$ cat config.mk
export PLATFORM = sky130hd
export DESIGN_NAME = ltch_bank_ctrl_flat
export DESIGN_NICKNAME = d
export VERILOG_FILES = /design/src/rtl/ltch_bank_ctrl_if.sv /design/src/rtl/ltch_bank_ctrl.sv /design/src/flat_wrapper.sv
export SDC_FILE = /design/constraint.sdc
export NUM_CORES = 1
export LEC_CHECK = 0
export ABC_AREA = 1
export BUFFER_PORTS_ARGS = -buffer_cell sky130_fd_sc_hd__buf_2
export CELL_PAD_IN_SITES_DETAIL_PLACEMENT = 0
export CELL_PAD_IN_SITES_GLOBAL_PLACEMENT = 1
export CORE_UTILIZATION = 33
export CTS_BUF_LIST = sky130_fd_sc_hd__clkbuf_4 sky130_fd_sc_hd__clkbuf_8
export DETAILED_ROUTE_END_ITERATION = 16
export PLACE_DENSITY_LB_ADDON = 0.1
export SYNTH_ARGS = -nofsm -noshare
export SYNTH_HDL_FRONTEND = slang
export SYNTH_SLANG_ARGS = --single-unit
$ cat constraint.sdc
create_clock -name clk -period 1.3 [get_ports clk]
set_clock_uncertainty 0.15 [all_clocks]
set_input_delay 0.065 -clock clk [delete_from_list [all_inputs] [get_ports clk]]
set_output_delay 0.065 -clock clk [all_outputs]
set_load 0.03 [all_outputs]
$ cat src/rtl/ltch_bank_ctrl_if.sv
// Signals between the two write requesters (APB port A, 1553B port B),
// the latch write sequencer and the latch array it drives.
interface ltch_bank_ctrl_if #(
  parameter int DW   = 16,
  parameter int NREG = 8,
  parameter int AW   = 4
);
  logic            a_req;
  logic [AW-1:0]   a_addr;
  logic [DW-1:0]   a_data;
  logic            a_ack;
  logic            b_req;
  logic [AW-1:0]   b_addr;
  logic [DW-1:0]   b_data;
  logic            b_ack;
  logic [NREG-1:0] ltch_en;
  logic [DW-1:0]   ltch_data;
  logic            busy;
  logic            addr_err;

  // Handshake: req rises with addr/data stable and holds until the one-cycle
  // ack is seen; the write is accepted only when the sequencer is idle.
  modport master (
    output a_req, a_addr, a_data, b_req, b_addr, b_data,
    input  a_ack, b_ack, ltch_en, ltch_data, busy, addr_err
  );

  modport slave (
    input  a_req, a_addr, a_data, b_req, b_addr, b_data,
    output a_ack, b_ack, ltch_en, ltch_data, busy, addr_err
  );
endinterface

$ cat src/rtl/ltch_bank_ctrl.sv
// Round-robin write sequencer for a bank of latch-based configuration words:
// data setup, enable open for OPEN_CYC cycles, data hold, then ack.
module ltch_bank_ctrl #(
  parameter int DW       = 16,
  parameter int NREG     = 8,
  parameter int AW       = 4,
  parameter int OPEN_CYC = 1
) (
  input  logic           clk,
  input  logic           rst,
  ltch_bank_ctrl_if.slave bus
);
  typedef enum logic [1:0] {IDLE, SETUP, OPEN, HOLD} state_t;

  localparam logic [AW:0] NREG_W  = (AW+1)'(NREG);
  localparam logic [3:0]  OPEN_LD = 4'(OPEN_CYC - 1);

  state_t          state_q, state_d;
  logic [3:0]      open_cnt;
  logic            rr_last;   // 1: port B won the most recent grant
  logic            owner_b;
  logic [AW-1:0]   addr_q;
  logic            grant, grant_b;
  logic            addr_ok;
  logic [NREG-1:0] en_dec;

  logic [NREG-1:0] en_q;
  logic [DW-1:0]   data_q;
  logic            a_ack_q, b_ack_q, busy_q, err_q;

  assign addr_ok = ({1'b0, addr_q} < NREG_W);

  always_comb begin
    en_dec = '0;
    for (int i = 0; i < NREG; i++) begin
      if (addr_q == AW'(i)) en_dec[i] = 1'b1;
    end
  end

  always_comb begin
    state_d = state_q;
    grant   = 1'b0;
    grant_b = 1'b0;
    case (state_q)
      IDLE: begin
        if (bus.a_req || bus.b_req) begin
          grant   = 1'b1;
          grant_b = bus.b_req && (!bus.a_req || !rr_last);
          state_d = SETUP;
        end
      end
      SETUP: state_d = OPEN;
      OPEN: begin
        if (open_cnt == 4'd0) state_d = HOLD;
      end
      HOLD:    state_d = IDLE;
      default: state_d = IDLE;
    endcase
  end

  // Every output is a register loaded from the next state, so the enables
  // rise and fall exactly on the state boundaries and never glitch.
  always_ff @(posedge clk or posedge rst) begin
    if (rst) begin
      state_q  <= IDLE;
      open_cnt <= 4'd0;
      rr_last  <= 1'b1;
      owner_b  <= 1'b0;
      addr_q   <= '0;
      en_q     <= '0;
      data_q   <= '0;
      a_ack_q  <= 1'b0;
      b_ack_q  <= 1'b0;
      busy_q   <= 1'b0;
      err_q    <= 1'b0;
    end else begin
      state_q <= state_d;
      if (grant) begin
        addr_q  <= grant_b ? bus.b_addr : bus.a_addr;
        data_q  <= grant_b ? bus.b_data : bus.a_data;
        owner_b <= grant_b;
        rr_last <= grant_b;
      end
      if (state_q == SETUP) begin
        open_cnt <= OPEN_LD;
      end else if (state_q == OPEN && open_cnt != 4'd0) begin
        open_cnt <= open_cnt - 4'd1;
      end
      en_q    <= (state_d == OPEN) ? en_dec : '0;
      a_ack_q <= (state_d == HOLD) && !owner_b;
      b_ack_q <= (state_d == HOLD) && owner_b;
      err_q   <= (state_d == HOLD) && !addr_ok;
      busy_q  <= (state_d != IDLE);
    end
  end

  assign bus.ltch_en   = en_q;
  assign bus.ltch_data = data_q;
  assign bus.a_ack     = a_ack_q;
  assign bus.b_ack     = b_ack_q;
  assign bus.busy      = busy_q;
  assign bus.addr_err  = err_q;
endmodule

$ cat src/flat_wrapper.sv
// flat-port wrapper written by rule: the top's interface ports become plain ports
module ltch_bank_ctrl_flat 
#(
  parameter int DW       = 16,
  parameter int NREG     = 8,
  parameter int AW       = 4,
  parameter int OPEN_CYC = 1
)
  (clk, rst, bus_a_req, bus_a_addr, bus_a_data, bus_b_req, bus_b_addr, bus_b_data, bus_a_ack, bus_b_ack, bus_ltch_en, bus_ltch_data, bus_busy, bus_addr_err);
  ltch_bank_ctrl_if #(.DW(DW), .NREG(NREG), .AW(AW)) bus_i ();
  input  logic clk;
  input  logic rst;
  input wire logic [$bits(bus_i.a_req)-1:0] bus_a_req;
  input wire logic [$bits(bus_i.a_addr)-1:0] bus_a_addr;
  input wire logic [$bits(bus_i.a_data)-1:0] bus_a_data;
  input wire logic [$bits(bus_i.b_req)-1:0] bus_b_req;
  input wire logic [$bits(bus_i.b_addr)-1:0] bus_b_addr;
  input wire logic [$bits(bus_i.b_data)-1:0] bus_b_data;
  output wire logic [$bits(bus_i.a_ack)-1:0] bus_a_ack;
  output wire logic [$bits(bus_i.b_ack)-1:0] bus_b_ack;
  output wire logic [$bits(bus_i.ltch_en)-1:0] bus_ltch_en;
  output wire logic [$bits(bus_i.ltch_data)-1:0] bus_ltch_data;
  output wire logic [$bits(bus_i.busy)-1:0] bus_busy;
  output wire logic [$bits(bus_i.addr_err)-1:0] bus_addr_err;
  assign bus_i.a_req = bus_a_req;
  assign bus_i.a_addr = bus_a_addr;
  assign bus_i.a_data = bus_a_data;
  assign bus_i.b_req = bus_b_req;
  assign bus_i.b_addr = bus_b_addr;
  assign bus_i.b_data = bus_b_data;
  assign bus_a_ack = bus_i.a_ack;
  assign bus_b_ack = bus_i.b_ack;
  assign bus_ltch_en = bus_i.ltch_en;
  assign bus_ltch_data = bus_i.ltch_data;
  assign bus_busy = bus_i.busy;
  assign bus_addr_err = bus_i.addr_err;
  ltch_bank_ctrl #(.DW(DW), .NREG(NREG), .AW(AW), .OPEN_CYC(OPEN_CYC)) u_core (.clk(clk), .rst(rst), .bus(bus_i));
endmodule
==> run metrics <==
outcome finished with violations; violations in the final reports DRC, setup timing; overall track demand over capacity in global routing 16.36%; number of search-and-repair iterations in the first detailed-routing pass 10; number of levels the H-tree was split into 2; share of post-route cells with drive strength above 1 41.16%; IO Port Bufs 71; Leak Pwr 1.783 nW; clock tree from TritonCTS yes; final worst slack -150.5 ps; Via Count 1905; cts bufs inserted 5; # nets final 410; Final Routed Wirelength 4833 um; Max-Cap Viols 0; endpoint type of the worst setup path register; wire length of the first global-routing pass roughly 8000 um; Net Count, Synth 278; area leader, netlist dfrtp_1; critical path launch point type register; GRT Residual Overflow 0; IR drop worst, VDD 1031 uV; Setup CP Type register to register; count of cells along the worst register-to-register path 5; number of global-route vias before repair between 1500 and 2000; initial standard-cell utilization of the core 34.08%; Placement Rows 28; synthesis-stage register bit count 40; Hold Path Depth 4; min-delay worst type input pin to register; worst slew margin relative to its limit 80.86%; areal power density over the cells 2135 nW/um^2; weighted congestion at the end of routability-driven global placement 0.6988; CTS Root Buffer Type clkbuf_8; Die Y 79.96 um; average via count per standard cell 4.359; core area about 5900 um^2; residual antenna-violating net count after detailed routing 0; Clock Latency Late Sink 290 ps; total DRC errors in the routed layout 1; cells after synthesis ~230; number of top-level pins slightly above 70; Post-Route Hold Slack ~50 ps; top cells by area in the synthesized netlist dfrtp_1 49%, nand2_1 16%, o211ai_2 12%, inv_1 6.6%, nor2_1 3.7%; unrepaired setup endpoints after global routing true; Diodes inserted 0; synthesis warning total 0; layout overhead on the synthesized area 64.07%; Unique masters post-synth 22; floorplan die area 6394 um^2; initial antenna violation count 0; post-route total power 7.027 mW; Clk pin slew, worst setup/hold paths 80 ps; largest fanout of any net on the critical path 3; part of the Yosys area used for sequential elements 49.97%; portion of synthesized cell area occupied by the leading cell type 48.66%; fill cell instance count of the final layout 565; upper clock frequency limit 0.6894 GHz; wire length per cell 11.06 um; final setup violating endpoints 39; synthesized area per cell just under 9 um^2; number of buffers on the longest clock path 2; final hold vios 0; Worst EP required 1330 ps; largest net degree at the start of global routing 41; DP Wirelength around 3100 um; period utilisation layout 111.6%; Syn Std Cell Area 2006 um^2; clock sinks 40; overall die width 79.96 um; time the worst path needs with I/O delays and setup 1450 ps; Worst EP arrival about 1500 ps; Pins Over Slew Limit 0; DRC violation total after the first TritonRoute iteration 53; transition time at the pin with the least slew margin around 290 ps
[repair_timing]
item | in CTS | in global routing
pin swaps | 9 | 9
gates resized for setup | 18 | 15
buffers inserted | 3 | 1
gates cloned | 0 | 1
endpoints found under the hold margin | 60 | 0
hold buffers | 41 | 0
setup endpoints to repair | 38 | 39
[final timing paths]
path,from,slack (ps),end
worst max-delay path,u_core.state_q[0]$_DFF_PP0_,-150,u_core.bus.busy$_DFF_PP0_
worst min-delay path,bus_a_req,50,u_core.state_q[0]$_DFF_PP0_
worst max register to register,u_core.state_q[0]$_DFF_PP0_,-150,u_core.bus.busy$_DFF_PP0_
worst min register to register,u_core.owner_b$_DFFE_PP0P_,270,u_core.bus.a_ack$_DFF_PP0_
max in group asynchronous,rst,550,u_core.rr_last$_DFFE_PP1P_
min in group asynchronous,rst,190,u_core.bus.ltch_en[0]$_DFF_PP0_
[report_power, final]
part / switching (mW) / internal, mW / total [mW]
registers: 0.273 / 1.76 / 2.03
logic: 2.44 / 1.68 / 4.13
clock network: 0.435 / 0.429 / 0.865
total: 3.15 / 3.87 / 7.03
[layout by cell type, fill, tap and decap left out, drive strengths merged, types with 5 or more instances in the layout]
| master | count |
|---|---|
| nor2 | 20 |
| o211ai | 20 |
| nand2 | 84 |
| clkbuf | 7 |
| inv | 35 |
| o21ai | 5 |
| nand3 | 6 |
| buf | 91 |
| dfrtp | 39 |
| dlygate4sd3 | 41 |
| ha | 5 |
[cell usage after synthesis]
master,n
nand4_1,1
xor2_1,1
a21oi_1,1
ha_1,5
nor2_1,20
nand3_1,4
nand3_2,2
dfrtp_1,39
o211ai_2,19
inv_1,35
or2_1,1
buf_6,2
nand4_2,1
dfstp_2,1
o21ai_4,1
buf_2,5
o21ai_1,2
inv_2,1
buf_4,1
o21ai_0,2
o211ai_1,1
nand2_1,84
[final cells by class]
| class | instances | area (um^2) | area share (%) |
|---|---|---|---|
| repair buffers | 133 | 1017 | 30.91 |
| flip-flops and latches | 40 | 1002 | 30.46 |
| multi-input cells | 145 | 937.1 | 28.48 |
| inverters | 36 | 142.6 | 4.335 |
| well taps | 75 | 93.84 | 2.852 |
| clock buffers | 6 | 82.58 | 2.510 |
| clock inverters | 2 | 15.01 | 0.4563 |
[state kept, by name (all words and copies together) (netlist names), 2 cells and up]
name                  flops
u_core.bus.ltch_data     16
u_core.bus.ltch_en        8
u_core.state_q            2
u_core.open_cnt           4
u_core.addr_q             4
[routing by layer]
metal	vias up	share of wire [%]	track usage, %
met2	46	54	29.74
met5	-	0	0
met1	877	41	18.53
met4	0	1.0	5.893
met3	8	3.9	3.771
li1	974	-	-
[through the flow]
| step | setup WS (ps) | instances | util [%] | TNS (ps) | instance area, um^2 |
|---|---|---|---|---|---|
| after global routing | -222.9 | 437 | 55.91 | -7390 | 3291 |
| after CTS | -149.7 | 436 | 54.57 | -4482 | 3212 |
| after detailed placement | -142.7 | 385 | 44.81 | -4107 | 2638 |
| final | -150.5 | 437 | 55.91 | -4352 | 3291 |
| after global placement | -130.5 | 385 | 44.81 | -3474 | 2638 |
| after floorplan | -87.99 | 229 | - | -1475 | 2071 |
[logic make-up (layout without fill, tap and decap cells)]
group	after synthesis	count (layout)	synth area share, %
AND/OR/NAND/NOR	113	113	22.71
flip-flops	40	40	49.97
buffers and inverters	44	177	9.482
XOR/XNOR	1	1	0.4368
AO/OA/AOI/OAI	26	26	14.29
adder cells (fa/ha/maj)	5	5	3.119
[critical path, stage by stage, from the launching register on]
cell and delay (ps):
dfrtp_1 390, inv_2 80, ha_4 180, o21ai_4 190, nand3_2 120, or2_1 230
(Power assumes the default switching activity.)
